<file path="src/rtl/cic_comp_pkg.sv">
// Shared constants for the CIC compensation FIR: coefficient ROM (Q1.14, unity DC gain)
// and the FSM state encoding.
package cic_comp_pkg;

    localparam int TAP_NUM    = 7;
    localparam int COEF_WIDTH = 16;
    localparam int COEF_FRAC  = 14;

    // Symmetric taps; they sum to 16384, i.e. 1.0 in Q1.14.
    localparam logic signed [COEF_WIDTH-1:0] COEF [TAP_NUM] = '{
        -16'sd256, 16'sd1024, -16'sd3072, 16'sd20992, -16'sd3072, 16'sd1024, -16'sd256
    };

    typedef enum logic [1:0] {
        ST_IDLE  = 2'd0,
        ST_MAC   = 2'd1,
        ST_ROUND = 2'd2,
        ST_OUT   = 2'd3
    } state_e;

endpackage

</file>
<file path="src/rtl/cic_comp_round_sat.sv">
// Round-half-up arithmetic right shift of the accumulator down to the output width.
// With CIC_COMP_SAT_EN defined the result clamps to the output range; otherwise it wraps.
module cic_comp_round_sat #(
    parameter int AccWidth     = 48,
    parameter int OutShift     = 26,
    parameter int OutDataWidth = 16
) (
    input  logic signed [AccWidth-1:0]     acc_i,
    output logic        [OutDataWidth-1:0] data_o,
    output logic                           sat_o
);

    localparam int RW = AccWidth - OutShift;
    localparam logic [AccWidth-1:0] HALF = AccWidth'(1) << (OutShift - 1);

    logic [AccWidth-1:0] sum;
    logic [RW-1:0]       r;
    logic                unused_bits;

    assign sum = acc_i + HALF;
    assign r   = sum[AccWidth-1:OutShift];

`ifdef CIC_COMP_SAT_EN
    logic in_range;

    // r fits when every bit above the output sign bit agrees with it.
    assign in_range = (&r[RW-1:OutDataWidth-1]) || (~|r[RW-1:OutDataWidth-1]);

    always_comb begin
        sat_o  = 1'b0;
        data_o = r[OutDataWidth-1:0];
        if (!in_range) begin
            sat_o  = 1'b1;
            data_o = r[RW-1] ? {1'b1, {(OutDataWidth-1){1'b0}}}
                             : {1'b0, {(OutDataWidth-1){1'b1}}};
        end
    end

    assign unused_bits = ^sum[OutShift-1:0];
`else
    assign data_o      = r[OutDataWidth-1:0];
    assign sat_o       = 1'b0;
    assign unused_bits = ^{sum[OutShift-1:0], r[RW-1:OutDataWidth]};
`endif

endmodule

</file>
<file path="src/rtl/cic_comp_fir.sv">
// Time-multiplexed CIC droop compensation FIR: one MAC, one tap per clock, circular sample
// buffer, 28b -> 16b with rounding. Optional output clamping via CIC_COMP_SAT_EN.
module cic_comp_fir
    import cic_comp_pkg::*;
#(
    parameter int InDataWidth  = 28,
    parameter int OutDataWidth = 16,
    parameter int AccWidth     = 48,
    parameter int OutShift     = 26
) (
    input  logic                    Clk_i,
    input  logic                    Rst_i,
    input  logic [InDataWidth-1:0]  Data_i,
    input  logic                    DataNd_i,
    output logic [OutDataWidth-1:0] Data_o,
    output logic                    DataValid_o,
    output logic                    Busy_o,
    output logic                    Overrun_o,
    output logic                    Sat_o
);

    localparam int CoefWidth = COEF_WIDTH;
    localparam int TapNum    = TAP_NUM;
    localparam int PTR_W     = $clog2(TapNum);
    localparam int PW        = InDataWidth + CoefWidth;
    localparam logic [PTR_W-1:0] TAP_P    = PTR_W'(TapNum);
    localparam logic [PTR_W-1:0] TAP_LAST = PTR_W'(TapNum - 1);

    state_e                         state_q, state_d;
    logic [PTR_W-1:0]               k_q, k_d;
    logic [PTR_W-1:0]               wr_ptr_q, wr_ptr_d;
    logic signed [AccWidth-1:0]     acc_q, acc_d;
    logic signed [InDataWidth-1:0]  samp_q [TapNum];
    logic signed [InDataWidth-1:0]  samp_d [TapNum];
    logic [OutDataWidth-1:0]        data_q, data_d;
    logic                           valid_q, valid_d;
    logic                           sat_q, sat_d;
    logic                           overrun_q, overrun_d;

    logic [PTR_W-1:0]               rd_idx;
    logic signed [PW-1:0]           samp_ext, coef_ext, prod;
    logic signed [AccWidth-1:0]     prod_acc;
    logic [OutDataWidth-1:0]        rs_data;
    logic                           rs_sat;

    // Tap k pairs with the sample written k strobes ago: buf[(wr_ptr - k) mod TapNum].
    always_comb begin
        rd_idx   = (wr_ptr_q >= k_q) ? (wr_ptr_q - k_q) : (wr_ptr_q + TAP_P - k_q);
        samp_ext = {{CoefWidth{samp_q[rd_idx][InDataWidth-1]}}, samp_q[rd_idx]};
        coef_ext = {{InDataWidth{COEF[k_q][CoefWidth-1]}}, COEF[k_q]};
        prod     = samp_ext * coef_ext;
        prod_acc = {{(AccWidth-PW){prod[PW-1]}}, prod};
    end

    cic_comp_round_sat #(
        .AccWidth     (AccWidth),
        .OutShift     (OutShift),
        .OutDataWidth (OutDataWidth)
    ) u_round_sat (
        .acc_i  (acc_q),
        .data_o (rs_data),
        .sat_o  (rs_sat)
    );

    always_comb begin
        state_d   = state_q;
        k_d       = k_q;
        wr_ptr_d  = wr_ptr_q;
        acc_d     = acc_q;
        samp_d    = samp_q;
        data_d    = data_q;
        valid_d   = 1'b0;
        sat_d     = 1'b0;
        overrun_d = overrun_q;

        case (state_q)
            ST_IDLE: begin
                if (DataNd_i) begin
                    samp_d[wr_ptr_q] = Data_i;
                    k_d              = '0;
                    acc_d            = '0;
                    state_d          = ST_MAC;
                end
            end
            ST_MAC: begin
                acc_d = acc_q + prod_acc;
                if (k_q == TAP_LAST) begin
                    wr_ptr_d = (wr_ptr_q == TAP_LAST) ? '0 : wr_ptr_q + 1'b1;
                    state_d  = ST_ROUND;
                end else begin
                    k_d = k_q + 1'b1;
                end
            end
            ST_ROUND: begin
                data_d  = rs_data;
                sat_d   = rs_sat;
                valid_d = 1'b1;
                state_d = ST_OUT;
            end
            ST_OUT: begin
                state_d = ST_IDLE;
            end
            default: state_d = ST_IDLE;
        endcase

        // A strobe outside IDLE is dropped; remember that it happened.
        if (DataNd_i && (state_q != ST_IDLE)) begin
            overrun_d = 1'b1;
        end
    end

    always_ff @(posedge Clk_i or negedge Rst_i) begin
        if (!Rst_i) begin
            state_q   <= ST_IDLE;
            k_q       <= '0;
            wr_ptr_q  <= '0;
            acc_q     <= '0;
            samp_q    <= '{default: '0};
            data_q    <= '0;
            valid_q   <= 1'b0;
            sat_q     <= 1'b0;
            overrun_q <= 1'b0;
        end else begin
            state_q   <= state_d;
            k_q       <= k_d;
            wr_ptr_q  <= wr_ptr_d;
            acc_q     <= acc_d;
            samp_q    <= samp_d;
            data_q    <= data_d;
            valid_q   <= valid_d;
            sat_q     <= sat_d;
            overrun_q <= overrun_d;
        end
    end

    assign Data_o      = data_q;
    assign DataValid_o = valid_q;
    assign Busy_o      = (state_q != ST_IDLE);
    assign Overrun_o   = overrun_q;
    assign Sat_o       = sat_q;

endmodule

</file>
<file path="config.mk">
export PLATFORM = sky130hd
export DESIGN_NAME = cic_comp_fir
export DESIGN_NICKNAME = d
export VERILOG_FILES = /design/src/rtl/cic_comp_pkg.sv /design/src/rtl/cic_comp_round_sat.sv /design/src/rtl/cic_comp_fir.sv
export SDC_FILE = /design/constraint.sdc
export NUM_CORES = 1
export LEC_CHECK = 0
export CORE_ASPECT_RATIO = 0.7
export CORE_UTILIZATION = 25
export CTS_CLUSTER_DIAMETER = 40
export DETAILED_ROUTE_END_ITERATION = 6
export PLACE_DENSITY_LB_ADDON = 0.12
export SYNTH_ARGS = -nofsm -noshare
export SYNTH_HDL_FRONTEND = slang
export SYNTH_HIERARCHICAL = 1
export SYNTH_SLANG_ARGS = --single-unit
</file>
<file path="constraint.sdc">
create_clock -name Clk_i -period 8.9 [get_ports Clk_i]
set_clock_uncertainty 0.05 [all_clocks]
set_input_delay 1.78 -clock Clk_i [delete_from_list [all_inputs] [get_ports Clk_i]]
set_output_delay 1.78 -clock Clk_i [all_outputs]
set_load 0.02 [all_outputs]
</file>
After elaboration in Yosys (flattened, before gate mapping) --
Memories as Yosys holds them, arrays and structs flattened. Index checks and enable logic that the tools add are counted.
Storage, ports and cells: bits in registers 270, latch bits 0, bits in writable memories 0, memory bits (read-only) 128, input port bits 31, output and inout bits 20, logic and storage cells 68, memories 1
Cells by class: add/subtract/negate cells 7, $mul 1, divide/modulo/power cells 0, magnitude comparators 5, eq/ne operators 8, shift operators 0, muxes and demuxes 19, bitwise logic cells 3, reductions and logical operators 10
Memories:
- (name not given) | words 8, width 16, read ports 1, clocked after memory_dff 0, wr ports 0, line cic_comp_fir.sv:50 | coef_ext = {{InDataWidth{COEF[k_q][CoefWidth-1]}}, COEF[k_q]};
Operators with widths (count):
- 196-bit bitwise mux | 1
- 48-bit one-hot mux with 2 select lines | 1
- 28-bit binary-select mux with 3-bit select | 1
- 28-bit demux with 3-bit select | 1
- 28-bit 2-to-1 mux | 3
- 48-bit by 44-bit adder with 48-bit output | 1
- 48-bit 2-to-1 mux | 1
- 28-bit by 16-bit multiplier with 44-bit output | 1
- 42-bit by 26-bit adder with 42-bit output, second input constant | 1
- 16-bit 2-to-1 mux | 2
- 4-bit >= comparator, second input constant | 3
- 3-bit 2-to-1 mux | 4
- 3-bit NOT with 4-bit output | 3
- 2-bit one-hot mux with 4 select lines | 1
- 2-bit AND reduction | 4
- 3-bit by 1-bit adder with 3-bit output, second input constant | 2
- 3-bit equality test, second input constant | 2
- 2-bit inequality test, second input constant | 3
- 3-bit one-hot mux with 2 select lines | 1
- 3-bit subtractor | 2
- 2-bit equality test, second input constant | 2
- 4-bit by 1-bit < comparator with 1-bit output, second input constant | 1
- 2-bit 2-to-1 mux | 2
- 2-bit nonzero test | 2
- 7 further kinds | 8

Logic depth before layout (Yosys ltp) --
Gate-level depths: netlist of the first run.
word-level depth 10, depth in mapped cells 33, mapped depth without buffers 31

By module --
The synthesis of the first run kept the hierarchy.
By module, submodules not included:
- cic_comp_fir | instances 1, cells each 2027, area an instance 21406.8 sq um, seq. area each 6581.3 sq um
- cic_comp_round_sat | instances 1, cells each 46, area an instance 389.1 sq um, seq. area each 0.0 sq um

Worst setup path after synthesis of the first run --
OpenSTA, ideal clock, no wires.
kind flip-flop to flip-flop, from register k_q[0], to register acc_q[46], library setup time 0.122 ns, arrival 7.550 ns, required time 8.728 ns, slack 1.179 ns, stages on the path, launching flop included 28, buffers on the path 2, period minus slack after synthesis 7.721 ns, path through dfrtp_1 > inv_1 > ha_1 > fa_1 > buf_2 > buf_1 > mux2_2 > nand2_1 > o22ai_1 > a211oi_1 > o21bai_2 > nor2_1 > fa_1 > fa_1 > fa_1 > fa_1 > fa_1 > fa_1 > ha_1 > a21o_1 > a211oi_1 > nand4b_1 > nand2_1 > o31ai_1 > a31o_1 > a222oi_1 > mux2i_1 > nand2_1
On the way: longest elaborated chain between the ends 9, elaborated cells between the ends (all ways) 15, those cells by class 3 x add/sub; 1 x mul; 1 x order compare; 7 x mux; 2 x bitwise; 1 x memory
RTL lines:
- start: declaration | line cic_comp_fir.sv:30 | logic [PTR_W-1:0] k_q, k_d;
- start signal: assignment | line cic_comp_fir.sv:125 | k_q <= k_d;
- 3-bit subtractor or 3-bit >= comparator (tied branches) | line cic_comp_fir.sv:48 | rd_idx = (wr_ptr_q >= k_q) ? (wr_ptr_q - k_q) : (wr_ptr_q + TAP_P - k_q);
- 3-bit 2-to-1 mux | line cic_comp_fir.sv:48
- 3-bit NOT with 4-bit output (not written as such) | line cic_comp_fir.sv:49 | samp_ext = {{CoefWidth{samp_q[rd_idx][InDataWidth-1]}}, samp_q[rd_idx]};
- 28-bit binary-select mux with 3-bit select | line cic_comp_fir.sv:49
- 28-bit 2-to-1 mux (not written as such) (2 in a row) | line cic_comp_fir.sv:49
- 28-bit by 16-bit multiplier with 44-bit output * | line cic_comp_fir.sv:51 | prod = samp_ext * coef_ext;
- 48-bit by 44-bit adder with 48-bit output * | line cic_comp_fir.sv:86 | acc_d = acc_q + prod_acc;
- 48-bit one-hot mux with 2 select lines * | line cic_comp_fir.sv:76 | case (state_q)
- end signal: assignment | line cic_comp_fir.sv:117 | acc_q <= '0;
- end signal: assignment | line cic_comp_fir.sv:127 | acc_q <= acc_d;
- end: declaration | line cic_comp_fir.sv:32 | logic signed [AccWidth-1:0] acc_q, acc_d;
Mark *: on every way between the ends. The rest lies on a longest branch, timed or not. The select of a mux whose other input is x is not followed. A chain may end at the register's enable or synchronous reset.

Worst setup path in the final report of the first run --
from register k_q[0], to register acc_q[41]
Same word-level chain as after synthesis.

==> metrics, run 1 <==
startpoint of the most critical register-to-register path=k_q[0]; gr usage total=0.141; Iter 0 DRT Violations=562; cell area reported after detailed placement=22,700 µm²; Worst Setup SP=k_q[0]; number of iterations in the first detailed-routing pass=5; total area of sequential cells=6430 µm²; kind of start point of the critical path=flip-flop; number of placement rows=88; relative area change from synthesis to final layout=18.6%; total count of hold-check failures in the final report=0; wire length of the first global-routing pass=93,400 µm; # diodes=0; Finish-stage setup viols=0; required time at the endpoint of the critical path=9.27 ns; final routed wire length divided by cell count=18.0 µm; buffers from clock root to sink, at most=3; Worst Path Arrival=8.79 ns; slew at the pin closest to its max-slew limit=1.05 ns; design area=24,700 µm²; slowest stage cell, crit path=sky130_fd_sc_hd__fa_1; Tightest Hold Check Type=flip-flop to flip-flop; ratio of cells with drive above 1 in the final layout=0.221; number of max-slew violations in the final report=0; time the final worst path needs with I/O delays and setup=8.42 ns; initial core utilization=0.252; Total Wirelength=56,800 µm; clock input transition at the sequential cells of the worst setup and hold paths=0.05 ns; top-level port count=51; Slew Limit Headroom=0.296; RSZ-0062 raised after global routing=true; sort of element at the end of the critical path=flip-flop; post-detailed-route via-to-cell ratio=4.51; Clk Tree Root Cell=sky130_fd_sc_hd__clkbuf_16; worst reg-to-reg setup slack=0.48 ns; Remaining Overflow, GRT=0; setup total negative slack=0 ns; drt drc=0; number of cells on the worst hold path=1; vias in the first global route=15,700; # fillers=8,557; average cell area after synthesis=10.6 µm²; via count=14,200; core outline area=82,400 µm²; crit-path max cell delay=0.65 ns; floorplan die area=84,300 µm²; vertical die dimension=243 µm; Ys Warns=6; final net count=2,391; final weighted congestion in routability-driven placement=0.796; H-Tree Depth=2; FMAX=119 MHz; maximum number of pins on one net before global-route repair=124; worst hold margin=0.402 ns; capture point of the critical path=acc_q[41]; mapped cell area=20,800 µm²; Setup CP Type=flip-flop to flip-flop; hpwl dp=40,500 µm; post-route ant nets=0; Sink Count=257; Reg2Reg Depth=28; most common cell after layout, fill and taps aside=sky130_fd_sc_hd__dfrtp_1; crit-path max FO=8; outcome=finished, final reports clean; max capacitance violation total=0; width of the chip=347 µm; nets in the synthesized netlist=2,322; clock tree from TritonCTS=yes; post-synthesis instance total=1,965; portion of the clock cycle consumed by the worst path in the final layout=0.946; later-pin clock latency in the skew report=0.61 ns; total clock buffers created by CTS=49; area of the multi-input gates=13,400 µm²; most frequent cells in the layout=257 x sky130_fd_sc_hd__dfrtp_1, 226 x sky130_fd_sc_hd__mux2_2, 198 x sky130_fd_sc_hd__inv_1; Top cell by count, worst path=sky130_fd_sc_hd__fa_1; worst reg2reg path endpoint=acc_q[41]; antenna violations before repair=0; count of buffers inserted at the top-level ports=50
==> sequential cells by signal (all words and copies together) (netlist names) <==
signal / flops
samp_q: 196
acc_q: 34
Data_o: 16
k_q: 3
wr_ptr_q: 3
state_q: 2
DataValid_o: 1
Overrun_o: 1
Sat_o: 1
==> per-layer routing <==
| metal | part of all wire | global-route usage | wire, µm | vias up |
|---|---|---|---|---|
| li1 | - | - | - | 6701 |
| met1 | 0.52 | 0.208 | 29500 | 7291 |
| met2 | 0.43 | 0.217 | 24500 | 180 |
| met3 | 0.034 | 0.0217 | 1950 | 59 |
| met4 | 0.015 | 0.0288 | 840 | 0 |
| met5 | 0 | 0 | 0 | - |
==> area by class of cell <==
cell class,instances,share of cell area
multi-input cells,1422,0.542
clock buffers,55,0.0527
well taps,1080,0.0548
inverters,198,0.0301
flip-flops and latches,257,0.261
repair buffers,106,0.0391
clock inverters,37,0.0202
==> worst max-delay path: cells and delay by family, from the launching register on <==
kind	cells	cell delay, ns
fa+ha+maj	9	4.12
mux	1	0.37
xor+xnor	1	0.17
simple gates	2	0.64
flops	1	0.45
buf+inv	6	0.70
compound gates	9	1.72
==> through the flow <==
stage                     worst slack [ns]  std cells  utilization
after global routing              -0.00640       3155        0.299
final                                0.483       3155        0.299
after global placement               0.404       3055        0.276
after floorplan                       1.21       1965            -
after detailed placement             0.245       3055        0.276
after CTS                            0.199       3147        0.298
==> worst min path at each step <==
stage | end | start
after CTS | Overrun_o | Overrun_o
after global routing | Overrun_o | Overrun_o
final | Overrun_o | Overrun_o
after global placement | Overrun_o | Overrun_o
after detailed placement | Overrun_o | Overrun_o
after floorplan | acc_q[11] | acc_q[11]
==> timing repair <==
| item | in CTS | in global routing |
|---|---|---|
| endpoints found under the hold margin | 0 | 0 |
| endpoints found under the setup margin | 0 | 13 |
| setup buffers | 0 | 8 |
| gates resized for setup | 0 | 18 |
| hold buffers | 0 | 0 |
Power of run 1 is left out: the tool's default activity adds up to more than one toggle a clock period on the data nets, which glitch-free logic cannot reach.
==> run 2: changes to the inputs <==
Settings changed: SLEW_MARGIN from default to 20.
==> run 2 against run 1 <==
Effect of this change: utilization unchanged; sequential share of layout area unchanged; final cell count unchanged; largest cell class unchanged; via count up 0.18%.
==> metrics, run 2 (same netlist as run 1, synthesis figures left out) <==
outcome=finished, final reports clean (unchanged); max capacitance violation total=0 (unchanged); Iter 0 DRT Violations=585 (was 562); core outline area=82,400 µm² (unchanged); total count of hold-check failures in the final report=0 (unchanged); placement-stage worst setup slack=0.245 ns (unchanged); number of iterations in the first detailed-routing pass=5 (unchanged); busiest metal layer after global routing=met2 (unchanged); worst reg2reg path endpoint=acc_q[41] (unchanged); Tightest Hold Check Type=flip-flop to flip-flop (unchanged); Remaining Overflow, GRT=0 (unchanged); gr usage total=0.141 (unchanged); crit-path max FO=8 (unchanged); sort of element at the end of the critical path=flip-flop (unchanged); vertical die dimension=243 µm (unchanged); Most flops, register=samp_q (unchanged); antenna violations before repair=0 (unchanged); required time at the endpoint of the critical path=9.35 ns (was 9.27 ns); slew at the pin closest to its max-slew limit=0.901 ns (was 1.05 ns); number of placement rows=88 (unchanged); startpoint of the most critical register-to-register path=k_q[0] (unchanged); worst reg-to-reg setup slack=0.50 ns (was 0.48 ns); total clock buffers created by CTS=49 (unchanged); buffers from clock root to sink, at most=3 (unchanged); time the final worst path needs with I/O delays and setup=8.40 ns (was 8.42 ns); Hold Path End=Overrun_o (unchanged); Crit. path cell count=28 (unchanged); Worst Setup SP=k_q[0] (unchanged); final net count=2,391 (unchanged); number of max-slew violations in the final report=0 (unchanged); top-level port count=51 (unchanged); cell class contributing the biggest share of worst-path delay=adder cells (unchanged); relative area change from synthesis to final layout=18.6% (unchanged); initial core utilization=0.252 (unchanged); Finish-stage setup viols=0 (unchanged); kind of start point of the critical path=flip-flop (unchanged); final weighted congestion in routability-driven placement=0.796 (unchanged); H-Tree Depth=2 (unchanged); vias in the first global route=15,700 (unchanged); cts-stage hold buffer count=0 (unchanged); wire length of the first global-routing pass=93,400 µm (unchanged); Buffers & Inverters on Critical Path=6 (unchanged); PnR worst setup slack=0.498 ns (was 0.483 ns); post-route ant nets=0 (unchanged); number of cells on the worst hold path=1 (unchanged); Hold Path Origin=Overrun_o (unchanged); Worst Path Arrival=8.85 ns (was 8.79 ns); met3 Resource Use GR=0.0217 (unchanged); drt drc=0 (unchanged); later-pin clock latency in the skew report=0.61 ns (about the same); Slew Limit Headroom=0.398 (was 0.296); clock tree from TritonCTS=yes (unchanged); RSZ-0062 raised after global routing=false (was true); floorplan die area=84,300 µm² (unchanged); portion of the clock cycle consumed by the worst path in the final layout=0.944 (was 0.946); Top cell by count, worst path=sky130_fd_sc_hd__fa_1 (unchanged); count of buffers inserted at the top-level ports=50 (unchanged); slowest stage cell, crit path=sky130_fd_sc_hd__fa_1 (unchanged); most frequent cells in the layout=257 x sky130_fd_sc_hd__dfrtp_1, 226 x sky130_fd_sc_hd__mux2_2, 198 x sky130_fd_sc_hd__inv_1 (unchanged); via count=14,300 (was 14,200); ratio of cells with drive above 1 in the final layout=0.221 (unchanged); crit-path max cell delay=0.65 ns (about the same); maximum number of pins on one net before global-route repair=124 (unchanged); # diodes=0 (unchanged); Clk Tree Root Cell=sky130_fd_sc_hd__clkbuf_16 (unchanged); most common cell after layout, fill and taps aside=sky130_fd_sc_hd__dfrtp_1 (unchanged); Reg2Reg Depth=28 (unchanged); post-detailed-route via-to-cell ratio=4.52 (was 4.51); clock input transition at the sequential cells of the worst setup and hold paths=0.05 ns (about the same); max reg flops=196 (unchanged); Total Wirelength=56,900 µm (was 56,800 µm); hpwl dp=40,500 µm (unchanged); width of the chip=347 µm (unchanged); final routed wire length divided by cell count=18.0 µm (about the same); FMAX=119 MHz (about the same); Setup CP Type=flip-flop to flip-flop (unchanged); Global Route met1 Usage=0.208 (unchanged); worst hold margin=0.402 ns (about the same); fin util=0.299 (unchanged); Sink Count=257 (unchanged); setup total negative slack=0 ns (unchanged); fraction of met2 tracks used by global routing=0.217 (unchanged)
run 2: cell count changes in the layout (fill, tap and decap cells not counted):
cell | previous run | this run
sky130_fd_sc_hd__nand2_2 | 0 | 1
sky130_fd_sc_hd__nor2b_1 | 25 | 26
sky130_fd_sc_hd__nor2b_2 | 7 | 6
sky130_fd_sc_hd__nand2_1 | 190 | 189
run 2: layer usage:
layer | wire (µm) | vias to the layer above
met5 | 0 | -
met4 | 834 | 0
met3 | 1910 | 58
met2 | 24500 | 177
met1 | 29700 | 7316
li1 | - | 6705
run 2: through the flow:
step | cells | area [µm²]
5_1_grt | 3155 | 24700
2_1_floorplan | 1965 | 20800
3_5_place_dp | 3055 | 22700
4_1_cts | 3147 | 24500
3_3_place_gp | 3055 | 22700
6_report | 3155 | 24700
run 2: area by class of cell:
cell class                 count  area (µm²)
clock buffer                  55        1300
tap                         1080        1350
sequential                   257        6430
fill                        8556       57700
multi-input combinational   1422       13400
inverter                     198         743
timing repair buffer         106         963
clock inverter                37         498
run 2: worst register-to-register path, delay by kind of cell (launching register included):
kind / cells / cell delay (ns)
fa+ha+maj: 9 / 4.12
compound gates: 9 / 1.81
buf+inv: 6 / 0.70
simple gates: 2 / 0.64
flops: 1 / 0.45
mux: 1 / 0.38
xor+xnor: 1 / 0.16
run 2: worst max-delay path by stage:
stage	end	slack, ns
floorplan	acc_q[32]	1.21
detailed placement	acc_q[40]	0.25
CTS	acc_q[40]	0.20
global route	acc_q[40]	0.02
global placement	acc_q[37]	0.40
finish	acc_q[41]	0.50
run 2: timing repair:
item,4_1_cts,5_1_grt
gates resized for setup,0,17
endpoints found under the setup margin,0,12
buffers inserted,0,8
Power of run 2 is left out for the same reason.
==> run 3: changes to the inputs <==
Settings changed: RECOVER_POWER from default to 25, SKIP_LAST_GASP from default to 1.
==> run 3 against run 2 <==
Effect of this change: the run now ends with max-capacitance violations, max-slew violations left; worst setup slack got worse by 0.026 ns; non-clock buffer count did not move; die area did not move; count of clock-buffer cells in the layout did not move; cell area fell by 0.17%; sequential share of layout area barely moved; global-route usage did not move; maximum frequency fell by 0.31%; utilization fell by 0.052 points; final cell count did not move; wire length barely moved; critical path type unchanged.
==> metrics, run 3 (same netlist as run 1, synthesis figures left out) <==
violations in the final reports=max-capacitance violations, max-slew violations; via count=14,200 (was 14,300); gr usage total=0.141 (unchanged); worst reg2reg path endpoint=acc_q[41] (unchanged); count of placed standard cells in the final layout, fillers left out=3,155 (unchanged); buffers from clock root to sink, at most=3 (unchanged); floorplan die area=84,300 µm² (unchanged); outcome=finished, violations left (was finished, final reports clean); width of the chip=347 µm (unchanged); placement-stage worst setup slack=0.245 ns (unchanged); number of iterations in the first detailed-routing pass=5 (unchanged); Worst Path Arrival=8.87 ns (was 8.85 ns); most common cell after layout, fill and taps aside=sky130_fd_sc_hd__dfrtp_1 (unchanged); drt drc=0 (unchanged); total area of sequential cells=6430 µm² (unchanged); core outline area=82,400 µm² (unchanged); Clk Tree Root Cell=sky130_fd_sc_hd__clkbuf_16 (unchanged); RSZ-0062 raised after global routing=true (was false); clock input transition at the sequential cells of the worst setup and hold paths=0.05 ns (about the same); startpoint of the most critical register-to-register path=k_q[0] (unchanged); slew at the pin closest to its max-slew limit=5.12 ns (was 0.901 ns); PnR worst setup slack=0.472 ns (was 0.498 ns); Finish-stage setup viols=0 (unchanged); portion of the clock cycle consumed by the worst path in the final layout=0.947 (was 0.944); initial core utilization=0.252 (unchanged); max reg flops=196 (unchanged); H-Tree Depth=2 (unchanged); Top cell by count, worst path=sky130_fd_sc_hd__fa_1 (unchanged); Remaining Overflow, GRT=0 (unchanged); worst reg-to-reg setup slack=0.47 ns (was 0.50 ns); Setup CP Type=flip-flop to flip-flop (unchanged); area of the multi-input gates=13,400 µm² (about the same); number of placed instances with taps included=3,055 (unchanged); setup total negative slack=0 ns (unchanged); kind of start point of the critical path=flip-flop (unchanged); # diodes=0 (unchanged); number of placement rows=88 (unchanged); Sink Count=257 (unchanged); vias in the first global route=15,700 (unchanged); post-detailed-route via-to-cell ratio=4.52 (about the same); total clock buffers created by CTS=49 (unchanged); antenna violations before repair=0 (unchanged); time the final worst path needs with I/O delays and setup=8.43 ns (was 8.40 ns); Reg2Reg Depth=30 (was 28); required time at the endpoint of the critical path=9.35 ns (about the same); number of cells on the worst hold path=1 (unchanged); design area=24,600 µm² (was 24,700 µm²); sort of element at the end of the critical path=flip-flop (unchanged); final weighted congestion in routability-driven placement=0.796 (unchanged); vertical die dimension=243 µm (unchanged); Hold Path End=Overrun_o (unchanged); top-level port count=51 (unchanged); cell area reported after detailed placement=22,700 µm² (unchanged); post-route ant nets=0 (unchanged); total count of hold-check failures in the final report=0 (unchanged); Slew Limit Headroom=-2.42 (was 0.398); Tightest Hold Check Type=flip-flop to flip-flop (unchanged); cts-stage hold buffer count=0 (unchanged); relative area change from synthesis to final layout=18.4% (was 18.6%); ratio of cells with drive above 1 in the final layout=0.220 (was 0.221); wire length of the first global-routing pass=93,400 µm (unchanged); most frequent cells in the layout=257 x sky130_fd_sc_hd__dfrtp_1, 226 x sky130_fd_sc_hd__mux2_2, 198 x sky130_fd_sc_hd__inv_1 (unchanged); final net count=2,391 (unchanged); later-pin clock latency in the skew report=0.61 ns (about the same); Hold Path Origin=Overrun_o (unchanged); Total Wirelength=56,900 µm (about the same); max capacitance violation total=2 (was 0); number of max-slew violations in the final report=212 (was 0); maximum number of pins on one net before global-route repair=124 (unchanged); Most flops, register=samp_q (unchanged); # fillers=8,562 (was 8,556); Iter 0 DRT Violations=586 (was 585); crit-path max cell delay=0.56 ns (was 0.65 ns); FMAX=119 MHz (about the same); count of buffers inserted at the top-level ports=50 (unchanged); final routed wire length divided by cell count=18.0 µm (about the same); hpwl dp=40,500 µm (unchanged); clock tree from TritonCTS=yes (unchanged); crit-path max FO=8 (unchanged); slowest stage cell, crit path=sky130_fd_sc_hd__fa_1 (unchanged)
==> run 3: per-layer routing <==
layer / up-vias / track usage / part of all wire / wire (µm)
li1: 6706 / - / - / -
met1: 7311 / 0.208 / 0.52 / 29700
met2: 171 / 0.217 / 0.43 / 24500
met3: 58 / 0.0217 / 0.033 / 1900
met4: 0 / 0.0288 / 0.015 / 834
met5: - / 0 / 0 / 0
==> run 3: critical path, delay by kind of cell, from the launching register on <==
| family | cells | cell delay, ns |
|---|---|---|
| adder cells (fa/ha/maj) | 8 | 3.56 |
| AO/OA/AOI/OAI | 11 | 2.27 |
| AND/OR/NAND/NOR | 3 | 0.77 |
| buffers and inverters | 6 | 0.70 |
| flip-flops | 1 | 0.45 |
| multiplexers | 1 | 0.36 |
| XOR/XNOR | 1 | 0.16 |
==> run 3: what timing repair did <==
action                     CTS  global route
setup endpoints to repair    0            12
buffers inserted             0             8
gates resized for setup      0            15
==> run 3: final cells by class <==
| cell class | count | area share |
|---|---|---|
| inverter | 198 | 0.0302 |
| tap | 1080 | 0.0549 |
| clock inverter | 37 | 0.0202 |
| multi-input combinational | 1422 | 0.543 |
| sequential | 257 | 0.261 |
| timing repair buffer | 106 | 0.0380 |
| clock buffer | 55 | 0.0528 |
==> run 3: how the worst max path moves through the flow <==
stage,start,to,cells after the start
floorplan,k_q[0],acc_q[32],27
global placement,k_q[0],acc_q[37],29
detailed placement,k_q[0],acc_q[40],30
CTS,k_q[0],acc_q[40],30
global route,k_q[0],acc_q[40],32
finish,k_q[0],acc_q[41],30
==> run 3: metrics by stage <==
step,hold WS [ns],util
after floorplan,0.406,-
after global placement,0.394,0.276
after detailed placement,0.400,0.276
after CTS,0.408,0.298
after global routing,0.417,0.299
final,0.402,0.299
Power of run 3 is left out for the same reason.
==> RTL edit 1: new RTL, settings of run 1 <==
Re-encode `state_e` (4 states) as one-hot, 4 bits wide.
--- a/src/rtl/cic_comp_pkg.sv
+++ b/src/rtl/cic_comp_pkg.sv
@@ -11,11 +11,11 @@
         -16'sd256, 16'sd1024, -16'sd3072, 16'sd20992, -16'sd3072, 16'sd1024, -16'sd256
     };
 
-    typedef enum logic [1:0] {
-        ST_IDLE  = 2'd0,
-        ST_MAC   = 2'd1,
-        ST_ROUND = 2'd2,
-        ST_OUT   = 2'd3
+    typedef enum logic [3:0] {
+        ST_IDLE  = 4'b0001,
+        ST_MAC   = 4'b0010,
+        ST_ROUND = 4'b0100,
+        ST_OUT   = 4'b1000
     } state_e;
 
 endpackage
Behaviour: same outputs for any inputs over 4 cycles, from zero or initial values and one cycle with Rst_i low; so few cycles prove little.
==> RTL edit 1 against run 1 <==
Cell count decreased by 6.1%; non-clock buffer count increased by 14; setup slack improved by 0.017 ns; sequential share of layout area increased by 0.91 points; sequential cell count increased by 2; cell area decreased by 2.6%; fmax increased by 0.21%; synthesized area decreased by 2.4%; routed wire length decreased by 7.5%; core utilization increased by 0.26 points; largest cell class unchanged; highest routed layer unchanged.
Power is not shown: default switching activity piles up to over one toggle a cycle in this logic, so the estimate is an artifact.
==> RTL edit 1: results <==
outcome:
  status: "complete, no violations"
global_route:
  grt_pass1_vias: 14700
  globalRouteMet2Util_pct: 21.02
  grt_use_met1_pct: 19.56
  gr-usage-met3_pct: 2.182
  grt_usage_pct: 13.54
  grt_pass1_wl_microns: 86410
cells_and_area:
  drive_above_1_share_pct: 24.58
  buffer_area_share_pct: 4.579
  nFillCells: 8133
  nets: 2226
  inv_count: 200
  nNonClkBuffers: 120
  sh_seq_area_pct: 26.99
  clock_area_share_pct: 6.585
timing:
  holdWs_ns: 0.4037
  max_freq_ghz: 0.1190
  max_slew_margin_pct: 27.76
drt:
  drt_iter0_markers: 598
  wirelength_microns: 52590
  met3_length_microns: 1721
  post_drt_wl_per_cell_microns: 17.74
worst_setup_path:
  reg2reg_slack_ns: 0.50
  reg2regPathDepth: 31
  worst_r2r_endpoint: "acc_q[30]"
  critPathArrivalTime_ns: 8.77
  cpPeakStageDelay_ns: 0.55
yosys:
  netlist_instances: 1787
  synthesis.nets: 2141
placed_design:
  gp_congestion: 0.8025
  place_ws_ns: 0.1215
  placedCellCount: 2869
  dpl_cell_area_sq_um: 22290
  post-dp-hpwl_microns: 37980
cts:
  clock_sinks: 259
floorplanning:
  coreArea_sq_um: 79520
[RTL edit 1: changes by cell type in the layout (fill, tap and decap cells not counted), moves of 11 or more]
| cell | before | now |
|---|---|---|
| mux2i_1 | 43 | 2 |
| nand2b_1 | 33 | 17 |
| o22ai_1 | 14 | 0 |
| a31o_1 | 0 | 12 |
| o211ai_1 | 17 | 3 |
| nand2_1 | 190 | 112 |
| mux4_2 | 0 | 25 |
| a221o_1 | 0 | 14 |
| nand3_1 | 41 | 21 |
| a211o_1 | 12 | 1 |
| mux2_1 | 0 | 12 |
[RTL edit 1: repair_timing]
action                                  in CTS  in global routing
endpoints found under the setup margin       0                 14
buffers inserted                             0                 11
resized for setup                            0                 15
[RTL edit 1: worst register-to-register path: cells and delay by family (launching register included)]
kind	cells	cell delay, ns
buffers and inverters	5	0.61
adders and majority gates	8	3.29
AOI/OAI and AO/OA	9	2.01
DFF	1	0.43
muxes	2	0.72
xor gates and xnor gates	2	0.29
and+or+nand+nor	5	0.84
==> RTL edit 2: new RTL, config.mk and constraints of run 1 <==
Without the edit above. `AccWidth` is set to 48 in 2 places; all go to 96.
--- a/src/rtl/cic_comp_round_sat.sv
+++ b/src/rtl/cic_comp_round_sat.sv
@@ -1,7 +1,7 @@
 // Round-half-up arithmetic right shift of the accumulator down to the output width.
 // With CIC_COMP_SAT_EN defined the result clamps to the output range; otherwise it wraps.
 module cic_comp_round_sat #(
-    parameter int AccWidth     = 48,
+    parameter int AccWidth     = 96,
     parameter int OutShift     = 26,
     parameter int OutDataWidth = 16
 ) (
--- a/src/rtl/cic_comp_fir.sv
+++ b/src/rtl/cic_comp_fir.sv
@@ -5,7 +5,7 @@
 #(
     parameter int InDataWidth  = 28,
     parameter int OutDataWidth = 16,
-    parameter int AccWidth     = 48,
+    parameter int AccWidth     = 96,
     parameter int OutShift     = 26
 ) (
     input  logic                    Clk_i,
Check against the original RTL: same outputs for any inputs over 4 cycles, from zero or initial values and one cycle with Rst_i low; that may be too few to reach the edited logic, so the function may still have changed.
==> RTL edit 2 against run 1 <==
Setup slack better by 0.036 ns; via count decreased by 4.2%; fmax grew 0.43%; synthesized cell count is 4.9% lower; synthesized area fell by 3.0%; routed wire length down 4.3%; cell area is 2.5% lower; worst hold slack better by 0.0077 ns; first-iteration DRC count up 6.4%; sequential cell count unchanged.
Power is not shown: default switching activity piles up to over one toggle a cycle in this logic, so the estimate is an artifact.
==> RTL edit 2: results <==
cells_and_area:
  drive_above_1_share_pct: 23.13
  nets: 2309
  diodes: 0
  nFillCells: 8206
  largest_reg_flops: 196
  regMostFlops: "samp_q"
global_route:
  grt_usage_pct: 14.23
  grt_pass1_wl_microns: 90610
  grt_max_degree: 94
  grt_pass1_vias: 15260
  antenna_found_initial: 1
cts:
  ctsHtreeMaxLevel: 2
  insertion_delay_ns: 0.60
  clk_pin_slew_ns: 0.05
  ctsResizeCount: 0
  cts_root_buffer: "clkbuf_16"
  cts_buffers: 48
  clockBufferDepth: 3
  cts_setup_buffers: 0
yosys:
  synthesis.nets: 2225
  ys_warn_count: 6
hold_path:
  min_path_type: "reg2reg"
worst_setup_path:
  cp_max_fo: 24
  reg2reg_slack_ns: 0.52
  critPathArrivalTime_ns: 8.74
  cpPeakStageDelay_ns: 0.60
  slowest_stage: "fa_1"
  cp_top_family: "adder cells"
outcome:
  status: "complete, no violations"
drt:
  dr.pass1.iters: 5
  post_drt_wl_per_cell_microns: 17.86
  viasPerCell: 4.477
  drt_iter0_markers: 598
placed_design:
  port_buffers: 50
  post-dp-hpwl_microns: 39100
  gp_congestion: 0.7983
timing:
  tightest_slew_ns: 1.093
-- RTL edit 2: worst paths after layout --
| path | from | to | cells after the start |
|---|---|---|---|
| max | k_q[0] | acc_q[41] | 27 |
| max in group asynchronous | Rst_i | samp_q[74] | 2 |
| min reg2reg | Overrun_o | Overrun_o | 1 |
| max reg2reg | k_q[0] | acc_q[41] | 27 |
| min in group asynchronous | Rst_i | samp_q[88] | 1 |
| min | Overrun_o | Overrun_o | 1 |
-- RTL edit 2: area by class of cell --
class	instances	area, sq um	share of cell area, %
inverter	207	777.0	3.231
clock buffer	56	1261	5.245
multi-input combinational	1315	12660	52.65
clock inverter	31	467.9	1.946
tap	1056	1321	5.495
timing repair buffer	123	1129	4.693
sequential	257	6431	26.74
-- RTL edit 2: through the flow --
step	instance area, sq um	setup slack (ns)	util, %	std cells	hold WS, ns
finish	24050	0.5188	30.32	3045	0.4098
global route	24050	0.01525	30.32	3045	0.4470
CTS	24020	0.2790	30.29	3045	0.4139
detailed placement	22290	0.3293	28.11	2958	0.4019
global placement	22290	0.2341	28.11	2958	0.3923
floorplan	20160	1.126	-	1868	0.3998
-- RTL edit 2: metal layers --
layer	vias up	part of all wire, %	track usage [%]
met5	-	0	0
met4	0	1.8	3.397
met3	62	3.2	2.437
met2	144	43	21.13
met1	7043	52	21.21
li1	6383	-	-
